[src/rtl/multicycle_control.sv]
// multicycle_control: LEGv8 multicycle control FSM; define PERF_CNT_EN to add saturating cycle/instr counters
`ifndef INSTR_LEN
`define INSTR_LEN 32
`endif
module multicycle_control (
  input  logic                  clk,
  input  logic                  reset_n,
  input  logic [`INSTR_LEN-1:0] instruction,
  input  logic                  zero,
  input  logic                  mem_ack,
  output logic                  mem_req,
  output logic                  mem_we,
  output logic                  IorD,
  output logic                  ir_write,
  output logic                  pc_write,
  output logic [1:0]            pc_src,
  output logic                  Reg2Loc,
  output logic                  ALUSrc,
  output logic                  MemtoReg,
  output logic                  RegWrite,
  output logic                  MemRead,
  output logic                  MemWrite,
  output logic [1:0]            ALUOp,
  output logic [2:0]            state,
  output logic                  instr_done,
  output logic                  trap,
  output logic [31:0]           cycle_cnt,
  output logic [31:0]           instr_cnt
);
  typedef enum logic [2:0] {FETCH, DECODE, EXEC, MEM, WB, TRAP} st_t;
  typedef enum logic [2:0] {C_LDUR, C_STUR, C_R, C_CBZ, C_B, C_ILL} cls_t;
  st_t cur, nxt;
  cls_t cls, dcls;
  logic unused_ir;
  assign unused_ir = ^instruction;
  assign state = cur;
  // classify the IR contents; only meaningful while in DECODE
  always_comb begin
    dcls = C_ILL;
    if (instruction[31:21] == 11'h7C2) dcls = C_LDUR;
    else if (instruction[31:21] == 11'h7C0) dcls = C_STUR;
    else if (instruction[31:21] inside {11'h458, 11'h658, 11'h450, 11'h550}) dcls = C_R;
    else if (instruction[31:24] == 8'hB4) dcls = C_CBZ;
    else if (instruction[31:26] == 6'h05) dcls = C_B;
  end
  // state register and class latch; reset discards the latched class
  always_ff @(posedge clk or negedge reset_n)
    if (!reset_n) begin
      cur <= FETCH;
      cls <= C_ILL;
    end else begin
      cur <= nxt;
      if (cur == DECODE) cls <= dcls;
    end
  // next state and outputs; everything is forced low while reset_n is low
  always_comb begin
    nxt = cur;
    mem_req = 1'b0;
    mem_we = 1'b0;
    IorD = 1'b0;
    ir_write = 1'b0;
    pc_write = 1'b0;
    pc_src = 2'd0;
    Reg2Loc = 1'b0;
    ALUSrc = 1'b0;
    MemtoReg = 1'b0;
    RegWrite = 1'b0;
    MemRead = 1'b0;
    MemWrite = 1'b0;
    ALUOp = 2'b00;
    instr_done = 1'b0;
    trap = 1'b0;
    if (reset_n)
      case (cur)
        FETCH: begin
          mem_req = 1'b1;
          MemRead = 1'b1;
          ir_write = mem_ack;
          pc_write = mem_ack;
          if (mem_ack) nxt = DECODE;
        end
        DECODE: begin
          Reg2Loc = dcls inside {C_STUR, C_CBZ};
          if (dcls == C_ILL) nxt = TRAP;
          else nxt = EXEC;
        end
        EXEC: begin
          Reg2Loc = cls inside {C_STUR, C_CBZ};
          case (cls)
            C_R: begin
              ALUOp = 2'b10;
              nxt = WB;
            end
            C_LDUR, C_STUR: begin
              ALUSrc = 1'b1;
              nxt = MEM;
            end
            C_CBZ: begin
              ALUOp = 2'b01;
              pc_write = zero;
              pc_src = 2'd1;
              instr_done = 1'b1;
              nxt = FETCH;
            end
            C_B: begin
              pc_write = 1'b1;
              pc_src = 2'd2;
              instr_done = 1'b1;
              nxt = FETCH;
            end
            default: nxt = TRAP;
          endcase
        end
        MEM: begin
          mem_req = 1'b1;
          IorD = 1'b1;
          MemRead = cls == C_LDUR;
          MemWrite = cls == C_STUR;
          mem_we = cls == C_STUR;
          instr_done = mem_ack && cls == C_STUR;
          if (mem_ack && cls == C_LDUR) nxt = WB;
          else if (mem_ack) nxt = FETCH;
        end
        WB: begin
          RegWrite = 1'b1;
          MemtoReg = cls == C_LDUR;
          instr_done = 1'b1;
          nxt = FETCH;
        end
        default: trap = 1'b1;
      endcase
  end
`ifdef PERF_CNT_EN
  logic [31:0] cyc, ins;
  // saturating counters; cycles stop counting once trapped
  always_ff @(posedge clk or negedge reset_n)
    if (!reset_n) begin
      cyc <= '0;
      ins <= '0;
    end else begin
      if (cur != TRAP && cyc != '1) cyc <= cyc + 32'd1;
      if (instr_done && ins != '1) ins <= ins + 32'd1;
    end
  assign cycle_cnt = cyc;
  assign instr_cnt = ins;
`else
  assign cycle_cnt = '0;
  assign instr_cnt = '0;
`endif
endmodule

[config.mk]
export PLATFORM = sky130hd
export DESIGN_NAME = multicycle_control
export DESIGN_NICKNAME = d
export VERILOG_FILES = /design/src/rtl/multicycle_control.sv
export SDC_FILE = /design/constraint.sdc
export NUM_CORES = 1
export LEC_CHECK = 0
export ABC_AREA = 1
export ABC_CLOCK_PERIOD_IN_PS = 2080
export BUFFER_PORTS_ARGS = -buffer_cell sky130_fd_sc_hd__buf_2
export CORE_MARGIN = 5
export CORE_UTILIZATION = 36
export CTS_CLUSTER_SIZE = 25
export DETAILED_ROUTE_END_ITERATION = 6
export PLACE_DENSITY = 0.81
export SETUP_SLACK_MARGIN = 0.4
export SLEW_MARGIN = 0
export SYNTH_ARGS = -nofsm -noshare
export SYNTH_HDL_FRONTEND = slang
export SYNTH_SLANG_ARGS = --single-unit
[constraint.sdc]
create_clock -name clk -period 2.08 [get_ports clk]
set_clock_uncertainty 0.15 [all_clocks]
set_input_delay 0.416 -clock clk [delete_from_list [all_inputs] [get_ports clk]]
set_output_delay 0.416 -clock clk [all_outputs]
set_load 0.02 [all_outputs]
After elaboration in Yosys (flattened, before gate mapping)
Index checks and enable logic that the tools add are counted.
W data, S select, Z words.
- RAM bits: 0
- latch bits: 0
- logic and storage cells: 80
- memory bits (read-only): 0
- output and inout port bits: 84
- memories kept: 0
- register bits after elaboration: 6
- $lt $le $gt $ge: 0
- bitwise logic cells: 0
- muxes and demuxes: 44
- equal/unequal tests: 21
- multiply operators: 0
- reduce and logical (&&, ||, !) cells: 13
- $add $sub $neg: 0
- shift-type cells: 0
- divide/modulo/power cells: 0
- operator list (kind ; number):
    $eq A11 B11 Y1 const B ; 6
    $mux W3 ; 8
    $mux W1 ; 23
    $eq A3 B2 Y1 const B ; 5
    $pmux W3 S5 ; 1
    $eq A3 B1 Y1 const B ; 3
    $eq A3 B3 Y1 const B ; 3
    $pmux W3 S3 ; 1
    $eq A8 B8 Y1 const B ; 1
    $mux W2 ; 4
    $pmux W1 S2 ; 4
    $pmux W2 S2 ; 2
    $eq A6 B3 Y1 const B ; 1
    $logic_not A3 Y1 ; 2
    $reduce_or A2 Y1 ; 3
    $reduce_bool A5 Y1 ; 1
    $reduce_or A5 Y1 ; 1
    $reduce_and A4 Y1 ; 1
    $reduce_bool A2 Y1 ; 2
    $reduce_bool A4 Y1 ; 1
    $ne A3 B3 Y1 const B ; 1
    $pmux W1 S3 ; 1
    $logic_and A1 B1 Y1 ; 2
    $ne A2 B2 Y1 const B ; 1

Longest topological paths before layout
- depth in word-level cells: 10
- mapped depth: 12

Least setup slack after synthesis
OpenSTA, ideal clock, no wires.
- path kind: reg-to-output
- from: register cur[1], in the netlist state[1]
- to: output mem_we
- path slack: -0.233 ns
- cell stages (with the launch flop): 4
- data arrival time: 1.747 ns
- cell sequence: dfrtp_1 > nand3_2 > nor4_1 > buf_4
- word-level cells in the longest chain between the ends: 3
- ends and longest elaborated chain (element ; line ; text):
    start: declaration ; 32 ; st_t cur, nxt;
    start signal: assignment ; 52 ; cur <= nxt;
    $eq A3 B2 Y1 ; n/a ;
    $mux W1 (2 in series) ; n/a ;
    end: declaration ; 12 ; output logic mem_we,
Every way passes these cells.

Final worst setup path
- from: register cls[2]
- to: output pc_write
- word-level cells in the longest chain between the ends: 4
- elaborated cells between the ends (all ways): 5
- classes of those cells: eq/ne: 2; mux: 3
- ends and longest elaborated chain (element ; line ; text):
    start: declaration ; 33 ; cls_t cls, dcls;
    start signal: assignment ; 53 ; if (cur == DECODE) cls <= dcls;
    $eq A3 B3 Y1 or $eq A3 B2 Y1 (tied branches) ; 89 ; case (cls)
    $pmux W1 S2 * ; 89 ;
    $pmux W1 S2 * ; 74 ; case (cur)
    $mux W1 * ; 73 ; if (reset_n)
    end: declaration ; 15 ; output logic pc_write,
Mark *: on every way between the ends. The rest lies on a longest branch, timed or not.

==> reports/qor.txt <==
status = finished with violations
failing checks = negative setup slack
FF-to-FF path depth = 11
Die H = 67.25 um
met3 routed WL = 268 um
Initial DRT Pass Iterations = 4
Setup violations, final = 4
ys flop type = dfrtp_1
critical path endpoint category = output port
compound-gate portion of the synthesized area = 8.271%
worst path cell trace = buf_6 -> nor2_1 -> nand2_2 -> a21oi_2 -> o21ai_1 -> a21oi_2 -> buf_4
final worst-path cycle share = 105.2%
largest family of logic cells by synthesized area = buffers and inverters
Metal-1 WL = 1.089 mm
Remaining Overflow, GRT = 0
mean area per synthesized cell = 6.343 um^2
crit path max fanout = 3
layout cells sized above 1 = 49.40%
switching power = 0.0006967 W
routability cong. = 0.7637
# rows = 20
crit-path max cell delay = 0.39 ns
distinct cell type count of the synthesized netlist = 25
Clock Root Buffer = clkbuf_4
clk slew on worst S/H paths = 0.04 ns
area of the die = 0.004523 mm^2
final wirelength = 3.188 mm
Initial Util = 38.02%
Synth area leaders = buf_4 (42%), nand2_1 (8.6%), dfrtp_1 (8.5%)
wire length of the first global-routing pass = 4.146 mm
Synth Area in XOR/XNOR = 0%
max cap viols = 0
Seq cells post-synth = 6
Antenna Nets Post-Route = 0
Lkg Pwr = 0.9304 nW
reg2reg start = state[1]
GR Util All Layers = 11.89%
power density cells = 777.5 mW/mm^2
DRC Markers = 0
Tmin final = 2.188 ns
Final Max Tran Viols = 0
DRT iter0 DRCs = 25
post-synth top area cell = buf_4
Comb power frac = 71.4%
post-synthesis adder-cell area fraction = 0%
pin count of the biggest net entering global routing = 13
diode count = 0
detailed-route wire length per cell = 10.81 um
post-route setup slack = -0.1082 ns
Critical Path RT = 1.51 ns
post-synthesis mux area share = 0%
number of antenna violations at the first check in global routing = 0
clk_lat worst skew = 0.26 ns
final cell count without fillers = 295
CP max-delay cell = dfstp_2
clock share of power = 9.1%
Max clock buf depth = 2
Max Freq = 457.0 MHz
CTS Sinks = 6
Inst Count DP = 263
H-Tree Depth = 1
wire length on met2 = 1.769 mm
Seq pwr share = 19.4%
total CTS buffers = 3
Setup CP Type = flop to output port
number of buffers added on ports = 34
asr flop ratio synth = 100.0%
RSZ-0062 raised after global routing = true
final hold slack = 0.1043 ns
VDD IR-drop max = 248.6 uV
routed vias = 1169
switch share = 52.46%
class of the worst hold path = input port to asynchronous set/reset pin
Seq/Total Area, Yosys = 12.94%
CTS tree = yes
crit start category = flop
DPL Wire Length = 2.207 mm
Critical path origin = cls[2]
Synth Cell Area = 0.001180 mm^2
vias in the first global route = 1004
P_int = 0.0006313 W
crit path DAT = 1.62 ns
Nets = 288
R2R setup slack = 0 ns
vias per inst = 3.963
Die W = 67.25 um
post-synthesis simple-gate area fraction = 30.12%
final core utilization = 55.04%
crit-path most repeated cell = a21oi_2
Synth Instances = 186
number of synthesized flops with an enable pin = 0
top sig layer = met4
IO Pins = 120
worst-margin pin slew = 0.5647 ns
Max transition margin = 62.31%
synth warn = 0
Placeable Area = 0.003103 mm^2
Synth top area share = 41.99%
synth-to-layout area growth = 44.75%
Fin. Hold Viols = 0
==> power groups by stage <==
stage | clock network [W] | logic, W | registers [W]
2_1_floorplan | 0 | 0.000551 | 0.000276
3_3_place_gp | 0 | 0.000593 | 0.000264
3_5_place_dp | 0 | 0.000605 | 0.000266
4_1_cts | 0.000124 | 0.000885 | 0.000249
5_1_grt | 0.000134 | 0.00101 | 0.000265
6_report | 0.000121 | 0.000949 | 0.000258
==> placed cells by master (no fill, tap or decap), types with 2 or more instances in the layout <==
cell,instances
nor4_4,2
buf_6,15
nor2_2,7
nor3_1,4
nand3_1,5
conb_1,64
o21ai_0,2
a21oi_2,6
nand2_1,18
nand4_1,2
nand2_4,4
nor2_4,6
dfstp_2,2
inv_2,11
nand2_2,7
dfrtp_2,4
o21ai_1,4
nand3_4,2
buf_2,16
nor2_1,16
inv_1,7
clkbuf_4,3
buf_4,33
==> critical path, delay by kind of cell, from the launching register on <==
| family | cells | cell delay, ns |
|---|---|---|
| flops | 1 | 0.39 |
| compound gates | 3 | 0.41 |
| buf+inv | 2 | 0.27 |
| simple gates | 2 | 0.31 |
==> metrics by stage <==
step	setup slack (ns)	power (W)	instance area [um^2]	setup TNS [ns]
6_report	-0.1082	0.001328	1708	-0.2288
5_1_grt	-0.2051	0.001411	1708	-1.180
3_3_place_gp	0.02619	0.0008576	1292	0
4_1_cts	-0.03934	0.001257	1604	-0.06571
2_1_floorplan	0.2389	0.0008270	1545	0
3_5_place_dp	0.004977	0.0008704	1292	0
==> kinds of logic (layout without fill, tap and decap cells) <==
family / Yosys count / count (layout)
buffers and inverters: 86 / 88
and+or+nand+nor: 77 / 77
AOI/OAI and AO/OA: 16 / 16
DFF: 6 / 6
other: 1 / 64
==> worst paths after layout <==
check / to
min reg2reg: cls[0]
max in group asynchronous: cls[1]
max: pc_write
max reg2reg: state[0]
min in group clk: cls[0]
min: cls[2]
==> layout make-up <==
| class | instances | area (um^2) |
|---|---|---|
| clock buffers | 4 | 26.28 |
| inverters | 19 | 73.82 |
| well taps | 44 | 55.05 |
| multi-input cells | 157 | 888.4 |
| flip-flops and latches | 6 | 157.7 |
| repair buffers | 65 | 506.7 |
| fillers | 283 | 1395 |
==> sequential cells by signal (all words and copies together), names as in the netlist <==
register / flops
cls: 3
state: 3
==> routing by layer <==
layer / vias up / track usage (%)
li1: 587 / -
met1: 515 / 13.29
met2: 61 / 21.10
met3: 6 / 1.331
met4: 0 / 7.848
met5: - / 0
==> synth_stat cells, drive strengths merged, types with 2 or more instances <==
| cell type | number |
|---|---|
| nand3 | 8 |
| nor4 | 3 |
| dfstp | 2 |
| nor3 | 5 |
| nand4 | 2 |
| nand2 | 29 |
| a21oi | 7 |
| inv | 19 |
| o21ai | 6 |
| nor2 | 29 |
| dfrtp | 4 |
| buf | 66 |
==> repair_timing <==
item | 4_1_cts | 5_1_grt
endpoints found under the setup margin | 17 | 20
pin swaps | 11 | 9
hold buffers | 1 | 0
buffers inserted | 23 | 4
gates resized for setup | 36 | 21
endpoints found under the hold margin | 4 | 0
No activity file was read; power rests on OpenSTA's default activity.
